==> config.mk <==
export PLATFORM = sky130hd
export DESIGN_NAME = uart_tx_serializer_p
export DESIGN_NICKNAME = d
export VERILOG_FILES = /design/src/rtl/uart_pkg.sv /design/src/rtl/uart_tx_serializer_p.sv
export SDC_FILE = /design/constraint.sdc
export NUM_CORES = 1
export LEC_CHECK = 0
export ABC_AREA = 1
export BUFFER_PORTS_ARGS = -buffer_cell sky130_fd_sc_hd__buf_2
export CELL_PAD_IN_SITES_DETAIL_PLACEMENT = 0
export CELL_PAD_IN_SITES_GLOBAL_PLACEMENT = 1
export CORE_MARGIN = 5
export CORE_UTILIZATION = 40
export CTS_CLUSTER_SIZE = 28
export DETAILED_ROUTE_END_ITERATION = 10
export MAX_ROUTING_LAYER = met4
export PLACE_DENSITY_LB_ADDON = 0.08
export SYNTH_ARGS = -nofsm -noshare
export SYNTH_HDL_FRONTEND = slang
export SYNTH_SLANG_ARGS = --single-unit
export TNS_END_PERCENT = 30
==> constraint.sdc <==
create_clock -name clk -period 2 [get_ports clk]
set_clock_uncertainty 0.2 [all_clocks]
set_input_delay 0.3 -clock clk [delete_from_list [all_inputs] [get_ports clk]]
set_output_delay 0.3 -clock clk [all_outputs]
set_load 0.01 [all_outputs]
==> src/rtl/uart_pkg.sv <==
// Shared UART types and helpers: FSM states, parity constants, length-mask/parity function.
// Pure declarations; no latency or backpressure of its own.
package uart_pkg;

    localparam int UART_DATA_WIDTH = 8;
    localparam int UART_MAX_WIDTH  = 16;
    localparam int UART_MAX_CNT_W  = 5;

    localparam logic PAR_EVEN = 1'b0;
    localparam logic PAR_ODD  = 1'b1;

    typedef enum logic {
        IDLE  = 1'b0,
        SHIFT = 1'b1
    } state_t;

    typedef struct packed {
        logic [UART_MAX_WIDTH-1:0] word;
        logic                      parity;
    } masked_word_t;

    function automatic int uart_cnt_w(input int data_width);
        return $clog2(data_width + 1);
    endfunction

    // Bits at index >= len are cleared; parity covers only the surviving bits.
    function automatic masked_word_t uart_mask_word(
        input logic [UART_MAX_WIDTH-1:0] data,
        input logic [UART_MAX_CNT_W-1:0] len,
        input logic                      par_odd
    );
        masked_word_t res;
        for (int i = 0; i < UART_MAX_WIDTH; i++) begin
            res.word[i] = data[i] & (i < int'(len));
        end
        res.parity = (^res.word) ^ par_odd;
        return res;
    endfunction

endpackage

==> src/rtl/uart_tx_serializer_p.sv <==
// UART TX serializer: loads a word on valid/ready, shifts one bit per ser_tick, parity at load.
// First bit 1 cycle after accept; load_ready only in IDLE, so loads while shifting are not taken.
module uart_tx_serializer_p
    import uart_pkg::*;
#(
    parameter int   DATA_WIDTH = UART_DATA_WIDTH,
    parameter int   MSB_FIRST  = 0,
    parameter logic IDLE_LEVEL = 1'b1,
    localparam int  CNT_W      = uart_cnt_w(DATA_WIDTH)
) (
    input  logic                  clk,
    input  logic                  rst,
    input  logic [DATA_WIDTH-1:0] p_data,
    input  logic [CNT_W-1:0]      data_len,
    input  logic                  par_odd,
    input  logic                  load_valid,
    output logic                  load_ready,
    input  logic                  ser_tick,
    output logic                  ser_data,
    output logic                  ser_busy,
    output logic                  ser_done,
    output logic                  par_bit
);

    state_t                state, state_nxt;
    logic [DATA_WIDTH-1:0] shreg, shreg_nxt;
    logic [CNT_W-1:0]      cnt, cnt_nxt;
    logic [CNT_W-1:0]      len_q, len_nxt;
    logic [CNT_W-1:0]      len_eff;
    logic                  data_nxt, busy_nxt, done_nxt, par_nxt;
    logic                  next_bit;
    logic [DATA_WIDTH-1:0] shreg_shifted;
    masked_word_t          masked;
    logic [DATA_WIDTH-1:0] word, word_msb;

    // Zero or oversize lengths fall back to the full width.
    assign len_eff = (data_len != '0 && data_len <= CNT_W'(DATA_WIDTH))
                   ? data_len : CNT_W'(DATA_WIDTH);

    assign masked   = uart_mask_word(UART_MAX_WIDTH'(p_data), UART_MAX_CNT_W'(len_eff),
                                     par_odd == PAR_ODD);
    assign word     = masked.word[DATA_WIDTH-1:0];
    assign word_msb = word << (CNT_W'(DATA_WIDTH) - len_eff);

    generate
        if (DATA_WIDTH < UART_MAX_WIDTH) begin : g_unused_hi
            logic unused_hi;
            assign unused_hi = |masked.word[UART_MAX_WIDTH-1:DATA_WIDTH];
        end
    endgenerate

    // MSB-first keeps the word left-aligned so the next bit is always the top bit.
    assign next_bit      = (MSB_FIRST != 0) ? shreg[DATA_WIDTH-1] : shreg[0];
    assign shreg_shifted = (MSB_FIRST != 0) ? (shreg << 1) : (shreg >> 1);

    assign load_ready = (state == IDLE);

    always_ff @(posedge clk or negedge rst) begin
        if (!rst) begin
            state <= IDLE;
        end else begin
            state <= state_nxt;
        end
    end

    always_comb begin
        state_nxt = state;
        shreg_nxt = shreg;
        cnt_nxt   = cnt;
        len_nxt   = len_q;
        data_nxt  = ser_data;
        busy_nxt  = ser_busy;
        done_nxt  = 1'b0;
        par_nxt   = par_bit;
        case (state)
            IDLE: begin
                if (load_valid) begin
                    state_nxt = SHIFT;
                    len_nxt   = len_eff;
                    cnt_nxt   = '0;
                    busy_nxt  = 1'b1;
                    par_nxt   = masked.parity;
                    if (MSB_FIRST != 0) begin
                        data_nxt  = word_msb[DATA_WIDTH-1];
                        shreg_nxt = word_msb << 1;
                    end else begin
                        data_nxt  = word[0];
                        shreg_nxt = word >> 1;
                    end
                end
            end
            SHIFT: begin
                if (ser_tick) begin
                    if (cnt == len_q - CNT_W'(1)) begin
                        state_nxt = IDLE;
                        data_nxt  = IDLE_LEVEL;
                        busy_nxt  = 1'b0;
                        done_nxt  = 1'b1;
                    end else begin
                        cnt_nxt   = cnt + CNT_W'(1);
                        data_nxt  = next_bit;
                        shreg_nxt = shreg_shifted;
                    end
                end
            end
            default: state_nxt = IDLE;
        endcase
    end

    always_ff @(posedge clk or negedge rst) begin
        if (!rst) begin
            shreg    <= '0;
            cnt      <= '0;
            len_q    <= '0;
            ser_data <= IDLE_LEVEL;
            ser_busy <= 1'b0;
            ser_done <= 1'b0;
            par_bit  <= 1'b0;
        end else begin
            shreg    <= shreg_nxt;
            cnt      <= cnt_nxt;
            len_q    <= len_nxt;
            ser_data <= data_nxt;
            ser_busy <= busy_nxt;
            ser_done <= done_nxt;
            par_bit  <= par_nxt;
        end
    end

endmodule

==> run_results.csv, run 1 <==
group,metric,value,unit
cells_and_area,drive_gt1_share,27.5,%
floorplanning,coreArea,3100,um^2
route,avgRoutedWirePerCell,12.2,um
worst_setup_path,critPathKind,"reg2reg",
clocking,clk_latency,0.29,ns
logic_synthesis,synthDistinctLibCells,27,
sta,setup_ws,0.146,ns
route,vias,1179,
sta,rsz0062_at_grt,"false",
clocking,clk_path_buf_depth,2,
worst_setup_path,worst-endpoint-arrival,1.88,ns
worst_setup_path,timing.rr.end,"cnt[3]$_DFFE_PN0P_",
logic_synthesis,netlist_instances,178,
route,wl,3020,um
sta,post-route-period-util,92.7,%
route,drtPass1Iterations,4,
grt,grt_max_degree,21,
logic_synthesis,yosysTopAreaCell,"dfrtp_1",
run_status,status,"completed",
floorplanning,num_rows,20,
hold_path,min-delay-start,"load_valid",
logic_synthesis,synth.area.top_cells,"dfrtp_1 36%, nand2_1 17%, nand3_1 8.4%",
logic_synthesis,post_synth_instance_area,1310,um^2
cells_and_area,area_growth,18.3,%
logic_synthesis,synthesis.nets,197,
place,place_ws,0.0416,ns
worst_setup_path,reg2reg_depth,11,
floorplanning,die_area,4520,um^2
logic_synthesis,avgSynthCellArea,7.37,um^2
cells_and_area,mostFrequentLayoutCells,"57 x nand2_1, 22 x nand3_1, 21 x buf_2",
clocking,cts_buffers,3,
clocking,cts.sink_count,20,
clocking,htreeDepth,1,
floorplanning,start_util,42.3,%
place,io_buffers,21,
route,drt-initial-drc-count,34,
cells_and_area,antennaDiodeCount,0,
worst_setup_path,path_cells,"inv_2 -> ha_1 -> xor2_1 -> o21ai_1 -> nor2_1 -> nand2_2 -> inv_4 -> nand2_8 -> nand2_4 -> nand2_1 -> o21ai_2",
logic_synthesis,synth_seq_cells,20,
place,dpl.hpwl,2320,um
logic_synthesis,yosysWarnings,0,
grt,grt_pass1_wl,4890,um
worst_setup_path,slowest_stage,"dfrtp_1",
worst_setup_path,cp.required,2.02,ns
grt,track_usage,14.9,%
sta,hold_viol_final,0,
flow_run,cap_violations,0,
clocking,clkTransAtPathRegs,0.11,ns
worst_setup_path,start_kind,"flip-flop",
sta,finalMaxSlewViolations,0,
hold_path,hold_path_depth,3,
clocking,cts_tree,"done",
hold_path,min_path_type,"in2reg",
power,total_power,0.00208,W
sta,maxSlewHeadroom,63.2,%
worst_setup_path,critPathMaxFanout,7,
cells_and_area,fin_nets,224,
grt,grt_pass1_vias,1113,
hold_path,worstHoldEndpoint,"state$_DFF_PN0_",
route,drc,0,
sta,post-route-min-period,1.85,ns
power,power.density,1340,nW/um^2
logic_synthesis,synth_top_area_share,36.3,%
sta,timing.fmax,539,MHz
place,place_congestion,0.752,
grt,grt-ovfl-total,0,
grt,antenna_found_initial,0,
route,vias_per_cell,4.75,
floorplanning,die_height,67.3,um
clocking,postCtsSetupBuffers,0,
worst_setup_path,crit_path_end_kind,"flip-flop",
sta,fin_tns_setup,0,ns
power,peakVddDrop,0.362,mV
sta,setup_viol,0,
sta,tightest_slew,0.550,ns
cells_and_area,layout_commonest_cell,"nand2_1",
sta,hold_ws,0.0686,ns
floorplanning,dieWidth,67.3,um
clocking,cts-root-buf,"clkbuf_4",
worst_setup_path,r2r_start,"len_q[0]$_DFFE_PN0P_",
worst_setup_path,r2r_slack,0.15,ns
route,postRouteAntennaNets,0,
cells_and_area,fill_cells,342,
floorplanning,ios,22,
cells_and_area,finish.utilization,50.0,%
worst_setup_path,slowest_delay,0.40,ns
power,leakage,0.841,nW
logic_synthesis,ys_seq_area_share,38.3,%
[sequential cells by signal, indices dropped and copies added (netlist names)]
register  flops
cnt           4
len_q         4
par_bit       1
ser_busy      1
ser_data      1
ser_done      1
shreg         7
state         1
[synth_stat cells]
| master | number |
|---|---|
| nand2_1 | 58 |
| nand3_1 | 22 |
| dfrtp_1 | 19 |
| inv_1 | 13 |
| o21ai_0 | 10 |
| nor2_1 | 8 |
| inv_2 | 6 |
| nand2_2 | 6 |
| o21ai_2 | 6 |
| a21oi_1 | 4 |
| xor2_1 | 4 |
| nand2_4 | 3 |
| xnor2_1 | 3 |
| ha_1 | 2 |
| nand3_2 | 2 |
| a21boi_0 | 1 |
| a32o_1 | 1 |
| buf_1 | 1 |
| buf_12 | 1 |
| buf_2 | 1 |
| clkbuf_1 | 1 |
| dfstp_2 | 1 |
| nand3b_1 | 1 |
| nor2_2 | 1 |
| nor3_1 | 1 |
| o21ai_1 | 1 |
| or2_2 | 1 |
[timing repair]
action,CTS,global route
setup endpoints to repair,0,11
hold buffers,1,0
hold endpoints to repair,19,0
resized for setup,0,6
[power by group]
part           total, W  internal (W)  switching [W]  leakage (nW)
combinational   0.00118      0.000480       0.000702         0.572
sequential     0.000702      0.000574       0.000128         0.254
clock          0.000192     0.0000774       0.000115        0.0150
total           0.00208       0.00113       0.000945         0.841
[layer usage]
layer | wire (um) | global-route usage (%) | vias to the layer above | share of wire (%)
li1 | - | - | 624 | -
met1 | 1410 | 19.5 | 536 | 47
met2 | 1470 | 23.7 | 17 | 48
met3 | 117 | 2.16 | 2 | 3.9
met4 | 27 | 4.56 | 0 | 0.89
met5 | 0 | - | - | 0
[how the worst max path moves through the flow]
stage / start / endpoint / slack, ns / cells past startpoint
detailed placement: len_q[0]$_DFFE_PN0P_ / shreg[3]$_DFFE_PN0P_ / 0.04 / 11
CTS: len_q[0]$_DFFE_PN0P_ / shreg[3]$_DFFE_PN0P_ / 0.02 / 11
global placement: len_q[0]$_DFFE_PN0P_ / shreg[6]$_DFFE_PN0P_ / 0.12 / 11
floorplan: len_q[0]$_DFFE_PN0P_ / shreg[3]$_DFFE_PN0P_ / 0.20 / 11
finish: len_q[0]$_DFFE_PN0P_ / cnt[3]$_DFFE_PN0P_ / 0.15 / 11
global route: len_q[0]$_DFFE_PN0P_ / cnt[1]$_DFFE_PN0P_ / 0.006 / 11
[kinds of logic after synthesis]
group | Yosys count | synth area share, %
and+or+nand+nor | 103 | 36.2
xor gates and xnor gates | 7 | 4.68
buffers and inverters | 23 | 7.92
adders and majority gates | 2 | 1.91
DFF | 20 | 38.3
AOI/OAI and AO/OA | 23 | 11.1
[area by class of cell]
cell class	count	area (um^2)	area share, %
Inverter	19	73.8	4.76
Clock buffer	4	26.3	1.69
Tap cell	44	55.1	3.55
Sequential cell	20	502	32.3
Multi-Input combinational cell	137	764	49.3
Timing Repair Buffer	24	130	8.39
[through the flow]
stage / std cells / area [um^2]
global route: 248 / 1550
floorplan: 178 / 1310
finish: 248 / 1550
CTS: 246 / 1490
global placement: 241 / 1450
detailed placement: 241 / 1450
[critical path: cells and delay by family (launching register included)]
kind	cells	cell delay, ns
AOI/OAI and AO/OA	2	0.14
xor gates and xnor gates	1	0.14
adders and majority gates	1	0.30
buffers and inverters	2	0.14
DFF	1	0.40
and+or+nand+nor	5	0.48
Power figures use the tool's default switching activity.
==> inputs of run 2 (changes only) <==
- BUFFER_PORTS_ARGS: -buffer_cell sky130_fd_sc_hd__buf_2 -> -buffer_cell sky130_fd_sc_hd__clkbuf_2
- CELL_PAD_IN_SITES_DETAIL_PLACEMENT: 0 -> 2
- CELL_PAD_IN_SITES_GLOBAL_PLACEMENT: 1 -> 2
- CORE_UTILIZATION: 40 -> 31
==> run_results.csv, run 2 (same netlist as run 1, synthesis figures left out) <==
group,metric,value,unit
flow_run,cap_violations,0,
clocking,clkTransAtPathRegs,0.08,ns
power,combPwrFrac,54.3,%
cells_and_area,fin_nets,225,
clocking,htreeDepth,1,
sta,post-route-min-period,1.85,ns
clocking,clk_path_buf_depth,2,
sta,timing.fmax,540,MHz
route,drt-initial-drc-count,35,
power,peakVddDrop,0.330,mV
power,power.density,1420,nW/um^2
run_status,status,"completed",
cells_and_area,drive_gt1_share,27.8,%
worst_setup_path,critPathKind,"reg2reg",
power,pwr-share-clk,14.2,%
place,io_buffers,21,
place,place_congestion,0.805,
clocking,cts_tree,"done",
cells_and_area,fill_cells,496,
power,internal-power,0.00123,W
grt,track_usage,16.4,%
route,avgRoutedWirePerCell,15.3,um
cells_and_area,mostFrequentLayoutCells,"58 x nand2_1, 21 x nand3_1, 21 x clkbuf_2",
route,drc,0,
floorplanning,coreArea,4060,um^2
clocking,cts-root-buf,"clkbuf_8",
floorplanning,ios,22,
cells_and_area,antennaDiodeCount,0,
hold_path,min_path_type,"in2reg",
sta,post-route-period-util,92.6,%
floorplanning,num_rows,23,
cells_and_area,seq_area,502,um^2
sta,fin_tns_setup,0,ns
worst_setup_path,worst-endpoint-arrival,1.83,ns
floorplanning,start_util,32.3,%
cells_and_area,finish.utilization,39.2,%
grt,antenna_found_initial,0,
route,drtPass1Iterations,4,
grt,grt_pass1_wl,6730,um
power,leakage,0.857,nW
cells_and_area,layout_commonest_cell,"nand2_1",
sta,setup_viol,0,
sta,tightest_slew,0.537,ns
grt,grt-ovfl-total,0,
clocking,cts_buffers,3,
sta,rsz0062_at_grt,"false",
worst_setup_path,critPathMaxFanout,7,
cells_and_area,area_growth,21.3,%
worst_setup_path,crit_path_end_kind,"flip-flop",
route,wl,3900,um
floorplanning,dieWidth,75.0,um
power,p_switching,0.00103,W
worst_setup_path,cp.required,1.98,ns
floorplanning,die_area,5630,um^2
cells_and_area,largest-register,"shreg",
clocking,cts.sink_count,20,
power,seqPwrFrac,31.5,%
place,dpl.hpwl,3110,um
sta,hold_viol_final,0,
grt,grt_max_degree,21,
cells_and_area,reg_top3,"shreg: 7 flops, cnt: 4 flops, len_q: 4 flops",
clocking,clk_latency,0.26,ns
cells_and_area,multiInputGateArea,759,um^2
worst_setup_path,start_kind,"flip-flop",
cells_and_area,largest_reg_flops,7,
route,postRouteAntennaNets,0,
power,switching_share,45.7,%
sta,finalMaxSlewViolations,0,
floorplanning,die_height,75.0,um
sta,maxSlewHeadroom,64.1,%
route,vias_per_cell,4.99,
route,vias,1272,
grt,grt_pass1_vias,1395,
[run 2: changes by cell type in the layout (fill, tap and decap cells not counted), sizes merged]
cell	previous run	this run
buf	23	3
clkbuf	4	25
[run 2: worst max-delay path: stages (launching register included)]
cell     delay (ns)
dfrtp_1        0.36
inv_2          0.06
ha_1           0.30
xor2_1         0.15
o21ai_1        0.09
nor2_1         0.12
nand2_2        0.09
inv_4          0.09
nand2_8        0.09
nand2_8        0.09
nand2_1        0.06
o21ai_0        0.07
[run 2: cell type report]
cell class              instances  share of cell area [%]
repair buffers                 25                    8.65
multi-input cells             137                    47.8
well taps                      50                    3.93
inverters                      19                    4.64
flip-flops and latches         20                    31.5
clock buffers                   4                    3.46
[run 2: metrics by stage]
| step | setup slack, ns | cells | power (W) | instance area, um^2 | hold WS (ns) |
|---|---|---|---|---|---|
| after detailed placement | 0.000625 | 246 | 0.00178 | 1450 | 0.107 |
| after global placement | 0.102 | 246 | 0.00172 | 1450 | 0.0969 |
| after floorplan | 0.199 | 178 | 0.00154 | 1310 | -0.196 |
| after global routing | 0.00453 | 255 | 0.00247 | 1590 | 0.123 |
| final | 0.148 | 255 | 0.00226 | 1590 | 0.0960 |
| after CTS | 0.0320 | 251 | 0.00214 | 1530 | 0.128 |
[run 2: timing repair]
action / 4_1_cts / 5_1_grt
buffers inserted: 0 / 2
hold buffers: 1 / 0
pin swaps: 0 / 1
endpoints found under the setup margin: 7 / 13
resized for setup: 1 / 5
gates cloned: 0 / 2
hold endpoints to repair: 19 / 0
[run 2: layer usage]
metal,track usage (%),wire (um),vias up,part of all wire [%]
met2,28.0,1950,21,50
li1,-,-,629,-
met1,20.3,1800,614,46
met5,-,0,-,0
met3,1.60,83,8,2.1
met4,5.14,63,0,1.6
[run 2: worst paths after layout]
check	endpoint	start	slack, ns	depth (start not counted)
worst max-delay path	shreg[6]$_DFFE_PN0P_	len_q[0]$_DFFE_PN0P_	0.15	11
worst min-delay path	state$_DFF_PN0_	load_valid	0.1	3
worst max register to register	shreg[6]$_DFFE_PN0P_	len_q[0]$_DFFE_PN0P_	0.15	11
worst min register to register	ser_data$_DFFE_PN1P_	ser_data$_DFFE_PN1P_	0.29	2
max in group asynchronous	ser_data$_DFFE_PN1P_	rst	0.89	2
min in group asynchronous	cnt[3]$_DFFE_PN0P_	rst	0.35	2
[run 2: power groups by stage]
stage | Sequential [W] | Clock [W] | Combinational [W]
after detailed placement | 0.000727 | 0 | 0.00106
after CTS | 0.000721 | 0.000324 | 0.00109
after floorplan | 0.000698 | 0 | 0.000844
after global placement | 0.000720 | 0 | 0.00100
final | 0.000711 | 0.000321 | 0.00123
after global routing | 0.000735 | 0.000344 | 0.00139
==> inputs of run 3 (changes only) <==
- CORE_UTILIZATION: 31 -> 28
- clock period: 2 -> 1.7 ns (I/O delays scaled with it)
==> run_results.csv, run 3 (same netlist as run 1, synthesis figures left out) <==
group,metric,value,unit
floorplanning,dieWidth,78.4,um
route,drt-initial-drc-count,22,
power,leakage,0.910,nW
worst_setup_path,critPathMaxFanout,4,
sta,timing.fmax,542,MHz
hold_path,min_path_type,"in2reg",
route,postRouteAntennaNets,0,
clocking,clk_latency,0.27,ns
clocking,clk_path_buf_depth,2,
worst_setup_path,critPathKind,"reg2reg",
clocking,clkTransAtPathRegs,0.08,ns
sta,maxSlewHeadroom,62.9,%
sta,finalMaxSlewViolations,0,
route,wl,4230,um
clocking,cts.sink_count,20,
place,dpl.hpwl,3350,um
grt,grt_pass1_wl,7270,um
grt,track_usage,15.5,%
cells_and_area,multiInputGateArea,781,um^2
route,vias_per_cell,4.92,
cells_and_area,layout_commonest_cell,"nand2_1",
route,vias,1310,
run_status,violations,"setup timing",
sta,rsz0062_at_grt,"true",
floorplanning,die_area,6150,um^2
power,peakVddDrop,0.512,mV
power,power.density,1760,nW/um^2
grt,grt_max_degree,21,
cells_and_area,area_growth,30.2,%
worst_setup_path,start_kind,"flip-flop",
sta,post-route-period-util,109,%
worst_setup_path,crit_path_end_kind,"flip-flop",
clocking,htreeDepth,1,
worst_setup_path,r2r_slack,-0.15,ns
grt,grt_pass1_vias,1464,
sta,setup_viol,15,
cells_and_area,antennaDiodeCount,0,
sta,hold_viol_final,0,
floorplanning,die_height,78.4,um
cells_and_area,fin_nets,234,
floorplanning,num_rows,24,
cells_and_area,finish.utilization,38.4,%
worst_setup_path,cp.required,1.66,ns
cells_and_area,largest_reg_flops,7,
route,drc,0,
cells_and_area,seq_area,502,um^2
sta,post-route-min-period,1.85,ns
route,avgRoutedWirePerCell,15.9,um
place,place_congestion,0.834,
route,drtPass1Iterations,4,
flow_run,cap_violations,0,
cells_and_area,largest-register,"shreg",
clocking,cts_buffers,3,
place,place_ws,-0.202,ns
grt,grt-ovfl-total,0,
grt,antenna_found_initial,0,
cells_and_area,reg_top3,"shreg: 7 flops, cnt: 4 flops, len_q: 4 flops",
cells_and_area,drive_gt1_share,35.5,%
floorplanning,start_util,29.5,%
cells_and_area,mostFrequentLayoutCells,"56 x nand2_1, 21 x clkbuf_2, 19 x dfrtp_1",
clocking,cts-root-buf,"clkbuf_8",
clocking,cts_tree,"done",
sta,tightest_slew,0.556,ns
floorplanning,coreArea,4440,um^2
run_status,status,"finished with violations",
floorplanning,ios,22,
worst_setup_path,worst-endpoint-arrival,1.81,ns
cells_and_area,fill_cells,533,
cells_and_area,fin_cells,266,
sta,setup_ws,-0.147,ns
place,io_buffers,21,
place,dp.cells,258,
==> run 3: cell count changes in the layout (fill, tap and decap cells not counted), sizes merged <==
cell and change:
buf +10, bufinv +1, clkbuf -1, nand2 -1
==> run 3: per-layer routing <==
metal / track usage (%) / up-vias / wire (um) / part of all wire (%)
met5: - / - / 0 / 0
met4: 4.20 / 0 / 56 / 1.3
met3: 2.29 / 4 / 89 / 2.1
met2: 26.7 / 27 / 2090 / 50
met1: 19.1 / 641 / 1990 / 47
li1: - / 638 / - / -
==> run 3: final timing paths <==
| path | endpoint | cells past startpoint | from |
|---|---|---|---|
| min in group asynchronous | cnt[1]$_DFFE_PN0P_ | 2 | rst |
| setup reg to reg | shreg[0]$_DFFE_PN0P_ | 11 | len_q[0]$_DFFE_PN0P_ |
| max in group asynchronous | ser_data$_DFFE_PN1P_ | 2 | rst |
| setup / recovery | shreg[0]$_DFFE_PN0P_ | 11 | len_q[0]$_DFFE_PN0P_ |
| hold / removal | state$_DFF_PN0_ | 3 | load_valid |
| hold reg to reg | ser_busy$_DFFE_PN0P_ | 2 | ser_busy$_DFFE_PN0P_ |
==> run 3: timing repair <==
action / 4_1_cts / 5_1_grt
setup buffers: 0 / 2
setup endpoints to repair: 15 / 15
pin swaps: 2 / 4
gates resized for setup: 8 / 7
endpoints found under the hold margin: 19 / 0
hold buffers: 1 / 0
cloned: 0 / 1
==> run 3: power by group <==
group	internal (W)	switching, W	leakage [nW]	total [W]
clock network	0.000315	0.000180	0.0357	0.000495
logic	0.000722	0.000938	0.621	0.00166
registers	0.000677	0.000174	0.254	0.000851
==> run 3: layout make-up <==
class / instances / share of cell area (%)
multi-input combinational: 136 / 45.7
sequential: 20 / 29.4
inverter: 19 / 4.18
clock inverter: 1 / 1.76
tap: 52 / 3.81
timing repair buffer: 35 / 12.7
clock buffer: 3 / 2.42
==> run 3: metrics by stage <==
stage | TNS, ns | total power (W) | hold slack, ns | instance area [um^2]
2_1_floorplan | -0.391 | 0.00184 | -0.241 | 1320
3_3_place_gp | -0.891 | 0.00222 | 0.0677 | 1540
3_5_place_dp | -2.28 | 0.00231 | 0.0758 | 1540
4_1_cts | -1.88 | 0.00293 | 0.0641 | 1660
5_1_grt | -3.49 | 0.00326 | 0.0666 | 1710
6_report | -1.53 | 0.00301 | 0.0442 | 1710
==> run 3: worst max-delay path: stages (launching register included) <==
cell	delay, ns
dfrtp_1	0.37
inv_2	0.06
ha_4	0.26
xor2_1	0.13
o21ai_1	0.08
nor2_1	0.14
nand2_2	0.08
inv_2	0.09
nand2_4	0.09
buf_6	0.15
nand3_2	0.06
nand2_2	0.04
